### src/rtl/pad_input_debouncer.sv
// -----------------------------------------------------------------------------
// pad_input_debouncer
//
// Conditions the raw input value of a bidirectional pad cell before it reaches
// peripheral or GPIO logic. The asynchronous pad value is synchronised into
// clk_i, then a candidate level change is accepted only after it has been seen
// for N consecutive cycles. The block emits the debounced level plus
// single-cycle rise / fall pulses on every accepted change and a glitch pulse
// whenever a candidate change collapses before reaching N.
//
// Ports
//   clk_i              clock
//   rst_ni             asynchronous reset, active low
//   pad_i              raw pad value, asynchronous to clk_i
//   enable_i           1 = filter active, 0 = hold level_o and abandon any count
//   debounce_cycles_i  stable cycles required (N); 0 behaves as 1
//   level_o            debounced level
//   rise_o             one-cycle pulse when level_o goes 0->1
//   fall_o             one-cycle pulse when level_o goes 1->0
//   glitch_o           one-cycle pulse when a candidate change is rejected
//
// Latency from a pad edge to level_o / pulse is SYNC_STAGES + N cycles, plus
// up to one cycle of uncertainty from sampling the asynchronous input.
// -----------------------------------------------------------------------------
module pad_input_debouncer #(
  parameter int unsigned SYNC_STAGES = 2,     // synchroniser depth, >= 2
  parameter int unsigned CNT_W       = 16,    // counter / threshold width
  parameter logic        RESET_VAL   = 1'b0   // reset value of sync chain and level_o
) (
  input  logic             clk_i,
  input  logic             rst_ni,
  input  logic             pad_i,
  input  logic             enable_i,
  input  logic [CNT_W-1:0] debounce_cycles_i,
  output logic             level_o,
  output logic             rise_o,
  output logic             fall_o,
  output logic             glitch_o
);

  typedef enum logic {
    ST_STABLE,  // level_o matches the synchronised input, or no count running
    ST_CHECK    // candidate change seen, counting consecutive mismatching cycles
  } state_e;

  // ---------------------------------------------------------------------------
  // Synchroniser: runs whenever out of reset, regardless of enable_i.
  // ---------------------------------------------------------------------------
  logic [SYNC_STAGES-1:0] sync_q;
  logic                   sync_val;

  // NOTE: sequential state is always written with non-blocking assignments so
  // every flop samples the pre-edge value of its neighbours, which is what
  // makes the shift chain below a chain and not a single wire.
  always_ff @(posedge clk_i or negedge rst_ni) begin
    if (!rst_ni) begin
      sync_q <= {SYNC_STAGES{RESET_VAL}};
    end else begin
      sync_q <= {sync_q[SYNC_STAGES-2:0], pad_i};
    end
  end

  assign sync_val = sync_q[SYNC_STAGES-1];

  // ---------------------------------------------------------------------------
  // Threshold: sampled live every cycle. A zero threshold behaves as one.
  // ---------------------------------------------------------------------------
  logic [CNT_W-1:0] neff;
  assign neff = (debounce_cycles_i == '0) ? {{(CNT_W-1){1'b0}}, 1'b1}
                                          : debounce_cycles_i;

  // ---------------------------------------------------------------------------
  // Debounce FSM
  // ---------------------------------------------------------------------------
  state_e           state_q,  state_d;
  logic [CNT_W-1:0] cnt_q,    cnt_d;
  logic             level_q,  level_d;
  logic             rise_q,   rise_d;
  logic             fall_q,   fall_d;
  logic             glitch_q, glitch_d;

  logic             mismatch;
  logic [CNT_W:0]   cnt_inc;   // one bit wider so the compare never wraps
  logic             reached;

  assign mismatch = (sync_val != level_q);
  // In ST_STABLE the counter is always zero, so cnt_inc is 1 there and the same
  // compare covers the N == 1 "commit on the first mismatching edge" case.
  assign cnt_inc  = {1'b0, cnt_q} + {{CNT_W{1'b0}}, 1'b1};
  // Using >= rather than == lets a threshold lowered below the running count
  // commit on the very next edge.
  assign reached  = (cnt_inc >= {1'b0, neff});

  always_comb begin
    // NOTE: every signal driven here gets a default first; a path that left
    // one unassigned would infer a latch instead of combinational logic.
    state_d  = state_q;
    cnt_d    = cnt_q;
    level_d  = level_q;
    rise_d   = 1'b0;
    fall_d   = 1'b0;
    glitch_d = 1'b0;

    if (!enable_i) begin
      // Disabled: drop any pending change silently, level_o holds.
      state_d = ST_STABLE;
      cnt_d   = '0;
    end else begin
      unique case (state_q)
        ST_STABLE: begin
          if (mismatch) begin
            if (reached) begin
              level_d = sync_val;
              rise_d  = sync_val;
              fall_d  = ~sync_val;
              cnt_d   = '0;
            end else begin
              cnt_d   = cnt_inc[CNT_W-1:0];
              state_d = ST_CHECK;
            end
          end
        end

        ST_CHECK: begin
          if (!mismatch) begin
            // Input went back before the threshold: reject the candidate.
            glitch_d = 1'b1;
            cnt_d    = '0;
            state_d  = ST_STABLE;
          end else if (reached) begin
            level_d = sync_val;
            rise_d  = sync_val;
            fall_d  = ~sync_val;
            cnt_d   = '0;
            state_d = ST_STABLE;
          end else begin
            cnt_d = cnt_inc[CNT_W-1:0];
          end
        end

        default: begin
          state_d = ST_STABLE;
          cnt_d   = '0;
        end
      endcase
    end
  end

  always_ff @(posedge clk_i or negedge rst_ni) begin
    if (!rst_ni) begin
      state_q  <= ST_STABLE;
      cnt_q    <= '0;
      level_q  <= RESET_VAL;
      rise_q   <= 1'b0;
      fall_q   <= 1'b0;
      glitch_q <= 1'b0;
    end else begin
      state_q  <= state_d;
      cnt_q    <= cnt_d;
      level_q  <= level_d;
      rise_q   <= rise_d;
      fall_q   <= fall_d;
      glitch_q <= glitch_d;
    end
  end

  assign level_o  = level_q;
  assign rise_o   = rise_q;
  assign fall_o   = fall_q;
  assign glitch_o = glitch_q;

endmodule

### config.mk
export PLATFORM = sky130hd
export DESIGN_NAME = pad_input_debouncer
export DESIGN_NICKNAME = d
export VERILOG_FILES = /design/src/rtl/pad_input_debouncer.sv
export SDC_FILE = /design/constraint.sdc
export NUM_CORES = 1
export LEC_CHECK = 0
export ABC_AREA = 1
export BUFFER_PORTS_ARGS = -buffer_cell sky130_fd_sc_hd__buf_2
export CORE_ASPECT_RATIO = 0.7
export CORE_MARGIN = 10
export CORE_UTILIZATION = 54
export CTS_CLUSTER_SIZE = 10
export DETAILED_ROUTE_END_ITERATION = 8
export GPL_TIMING_DRIVEN = 1
export MAX_ROUTING_LAYER = met4
export PLACE_DENSITY = 0.78
export SETUP_SLACK_MARGIN = 0.5
export SKIP_CTS_REPAIR_TIMING = 1
export SYNTH_ARGS = -nofsm -noshare
export SYNTH_HDL_FRONTEND = slang
export SYNTH_SLANG_ARGS = --single-unit
### constraint.sdc
create_clock -name clk_i -period 3.5 [get_ports clk_i]
set_clock_uncertainty 0.15 [all_clocks]
set_input_delay 0.7 -clock clk_i [delete_from_list [all_inputs] [get_ports clk_i]]
set_output_delay 0.7 -clock clk_i [all_outputs]
set_load 0.03 [all_outputs]
==> results.py <==
metrics = {
    "floorplan": {
        "fp.dieH_um": 67.9,
        "coreArea_um2": 3150,
        "dieArea_um2": 6010,
        "die_x_um": 88.4,
        "io_pins": 24,
        "initial_utilization_pct": 56.2,
        "rows": 17,
    },
    "cells_and_area": {
        "nNetsFinal": 303,
        "finalCoreUtilization_pct": 63.1,
        "final_area_um2": 1990,
        "syn2layout_area_growth_pct": 12.2,
        "n_antenna_cell": 0,
        "drive_gt1_share_pct": 17.0,
    },
    "critical_path": {
        "cp_max_fo": 16,
        "timing.rr.end": "cnt_q[10]$_DFFE_PN0P_",
        "arrival_ps": 2730,
        "worstSetupEndpointType": "flip-flop",
        "crit_slowest_cell": "dfrtp_1",
        "crit_chain": "ha_1, nand2_2, nor2_4, nand2_4, nor2_1, xor2_1, ha_1, nand2_1, inv_1, nand4_1, nor2_2, a21oi_4, nand4_1, nand2_1",
        "r2r-start": "cnt_q[0]$_DFFE_PN0P_",
        "cp.required_ps": 3540,
        "r2r_slack_ps": 810,
        "critPathMaxStageDelay_ps": 370,
        "start_kind": "flip-flop",
        "rr_worst_depth": 14,
        "criticalPathCategory": "reg -> reg",
    },
    "detailed_routing": {
        "drc": 0,
        "drtIter0Drc": 78,
        "wl_per_cell_um": 11.9,
        "num_vias": 1493,
        "dr.pass1.iters": 4,
        "routed_wl_um": 3620,
        "post_drt_via_cell_ratio": 4.93,
        "ant_nets": 0,
    },
    "placement": {
        "placed_area_um2": 1920,
        "io_buffers": 23,
        "gp_congestion": 0.916,
        "place_hpwl_um": 3090,
    },
    "synthesis": {
        "yosysWarnings": 0,
        "synth_area_um2": 1770,
        "synthTopCellsByArea": "dfrtp_1 33%, nand2_1 17%, ha_1 12%",
        "yosysTopAreaCell": "dfrtp_1",
        "synthCells": 239,
        "synth_seq_area_share_pct": 32.5,
        "synth_seq_cells": 23,
        "syn_nets": 276,
        "avgSynthCellArea_um2": 7.41,
        "synth_cell_types": 25,
        "yosysTopAreaCellShare_pct": 32.5,
    },
    "timing": {
        "hold_violations": 0,
        "holdWs_ps": 203,
        "relSlewSlack_pct": 56.5,
        "rsz0062_at_grt": "no",
        "finalSetupViolCount": 0,
        "fmax_mhz": 372,
        "tns_ps": 0,
        "min_period_ps": 2690,
        "maxSlewViolCount": 0,
        "fin_crit_sh_pct": 76.8,
        "worst_pin_slew_ps": 651,
    },
    "outcome": {
        "outcome": "complete, no violations",
    },
    "cts": {
        "numCtsBuffers": 3,
        "numClockSinks": 23,
        "cts_max_level": 1,
        "clk_pin_slew_ps": 80,
        "cts_root_buf": "clkbuf_8",
        "clockBufferDepth": 2,
        "insertion_delay_ps": 260,
        "cts_tree": "done",
    },
    "global_route": {
        "grt_max_degree": 24,
        "grt_pass1_vias": 1456,
        "grt_pass1_wl_um": 6320,
        "gr-usage-all-layers_pct": 13.5,
        "gr-total-overflow": 0,
        "antenna_found_initial": 0,
    },
    "min_path": {
        "min_to": "sync_q[1]$_DFF_PN0_",
        "min_path_cells": 0,
        "min_from": "sync_q[0]$_DFF_PN0_",
        "hold_path.class": "reg -> reg",
    },
    "pwr": {
        "p_per_area_nw_per_um2": 245,
        "leakage_uw": 0.00118,
        "p_clk_share_pct": 32.1,
        "internal-power_uw": 373,
        "power.switching_uw": 113,
        "combPwrFrac_pct": 11.9,
        "total_power_uw": 486,
        "vdd_drop_max_mv": 0.205,
        "p_sw_share_pct": 23.2,
        "power_frac_seq_pct": 56.0,
    },
    "flow_run": {
        "maxCapViolCount": 0,
    },
}
[cells by family after synthesis]
group | synth area share, %
buffers and inverters | 8.55
DFF | 32.5
and+or+nand+nor | 37.0
AOI/OAI and AO/OA | 3.04
adders and majority gates | 12.0
xor gates and xnor gates | 6.93
[placed cells by master, fill, tap and decap left out, types with 5 or more instances in the layout]
cell type and instances:
nor2_1 18, dfrtp_1 23, ha_1 17, nand2_2 5
xor2_1 10, inv_1 31, nand3_1 6, buf_2 23
nand4_1 19, nand2_1 77
[synthesized netlist by cell type, drive strengths merged]
cell type and count:
a21o 1, a21oi 5, a41o 1, buf 3, clkbuf 1, clkinv 1
dfrtp 23, ha 17, inv 32, nand2 83, nand3 7, nand3b 2
nand4 19, nor2 25, nor3 3, nor4 2, xnor2 4, xor2 10
[power groups by stage]
stage | Sequential (uW) | Clock [uW] | Combinational, uW
2_1_floorplan | 278 | 0 | 30.9
3_3_place_gp | 277 | 0 | 55.9
3_5_place_dp | 278 | 0 | 56.8
4_1_cts | 273 | 164 | 56.8
5_1_grt | 273 | 176 | 68.5
6_report | 272 | 156 | 57.9
[sequential cells by signal (all words and copies together) (netlist names)]
| name | count |
|---|---|
| glitch_o | 1 |
| state_q | 1 |
| level_o | 1 |
| sync_q | 2 |
| cnt_q | 16 |
| fall_o | 1 |
| rise_o | 1 |
[through the flow]
| step | cells | setup slack [ps] |
|---|---|---|
| after floorplan | 239 | 961 |
| after global placement | 298 | 737 |
| after detailed placement | 298 | 649 |
| after CTS | 302 | 632 |
| after global routing | 303 | 515 |
| final | 303 | 812 |
[layer usage]
layer | up-vias | part of all wire [%] | track usage, %
li1 | 820 | - | -
met1 | 647 | 51 | 17.4
met2 | 26 | 44 | 21.7
met3 | 0 | 5.2 | 3.20
met4 | 0 | 0 | 1.81
met5 | - | 0 | -
[cell type report]
class | count | area [um2]
clock buffer | 4 | 45.0
fill | 290 | 1160
inverter | 33 | 126
multi-input combinational | 179 | 1050
sequential | 23 | 576
tap | 38 | 47.5
timing repair buffer | 26 | 138
[worst max-delay path, delay by kind of cell, from the launching register on]
| family | cells | cell delay (ps) |
|---|---|---|
| compound gates | 1 | 360 |
| xor+xnor | 1 | 240 |
| fa+ha+maj | 2 | 480 |
| buf+inv | 1 | 60 |
| flops | 1 | 370 |
| simple gates | 9 | 950 |
[how the worst max path moves through the flow]
stage                          from               endpoint  slack, ps  depth (start not counted)
2_1_floorplan  cnt_q[0]$_DFFE_PN0P_   cnt_q[0]$_DFFE_PN0P_        960                         19
3_3_place_gp   debounce_cycles_i[4]    level_o$_DFFE_PN0P_        740                         12
3_5_place_dp   cnt_q[0]$_DFFE_PN0P_    level_o$_DFFE_PN0P_        650                         20
4_1_cts        cnt_q[0]$_DFFE_PN0P_    level_o$_DFFE_PN0P_        630                         20
5_1_grt        cnt_q[2]$_DFFE_PN0P_   cnt_q[2]$_DFFE_PN0P_        520                         16
6_report       cnt_q[0]$_DFFE_PN0P_  cnt_q[10]$_DFFE_PN0P_        810                         14
No activity file was read; power rests on OpenSTA's default activity.
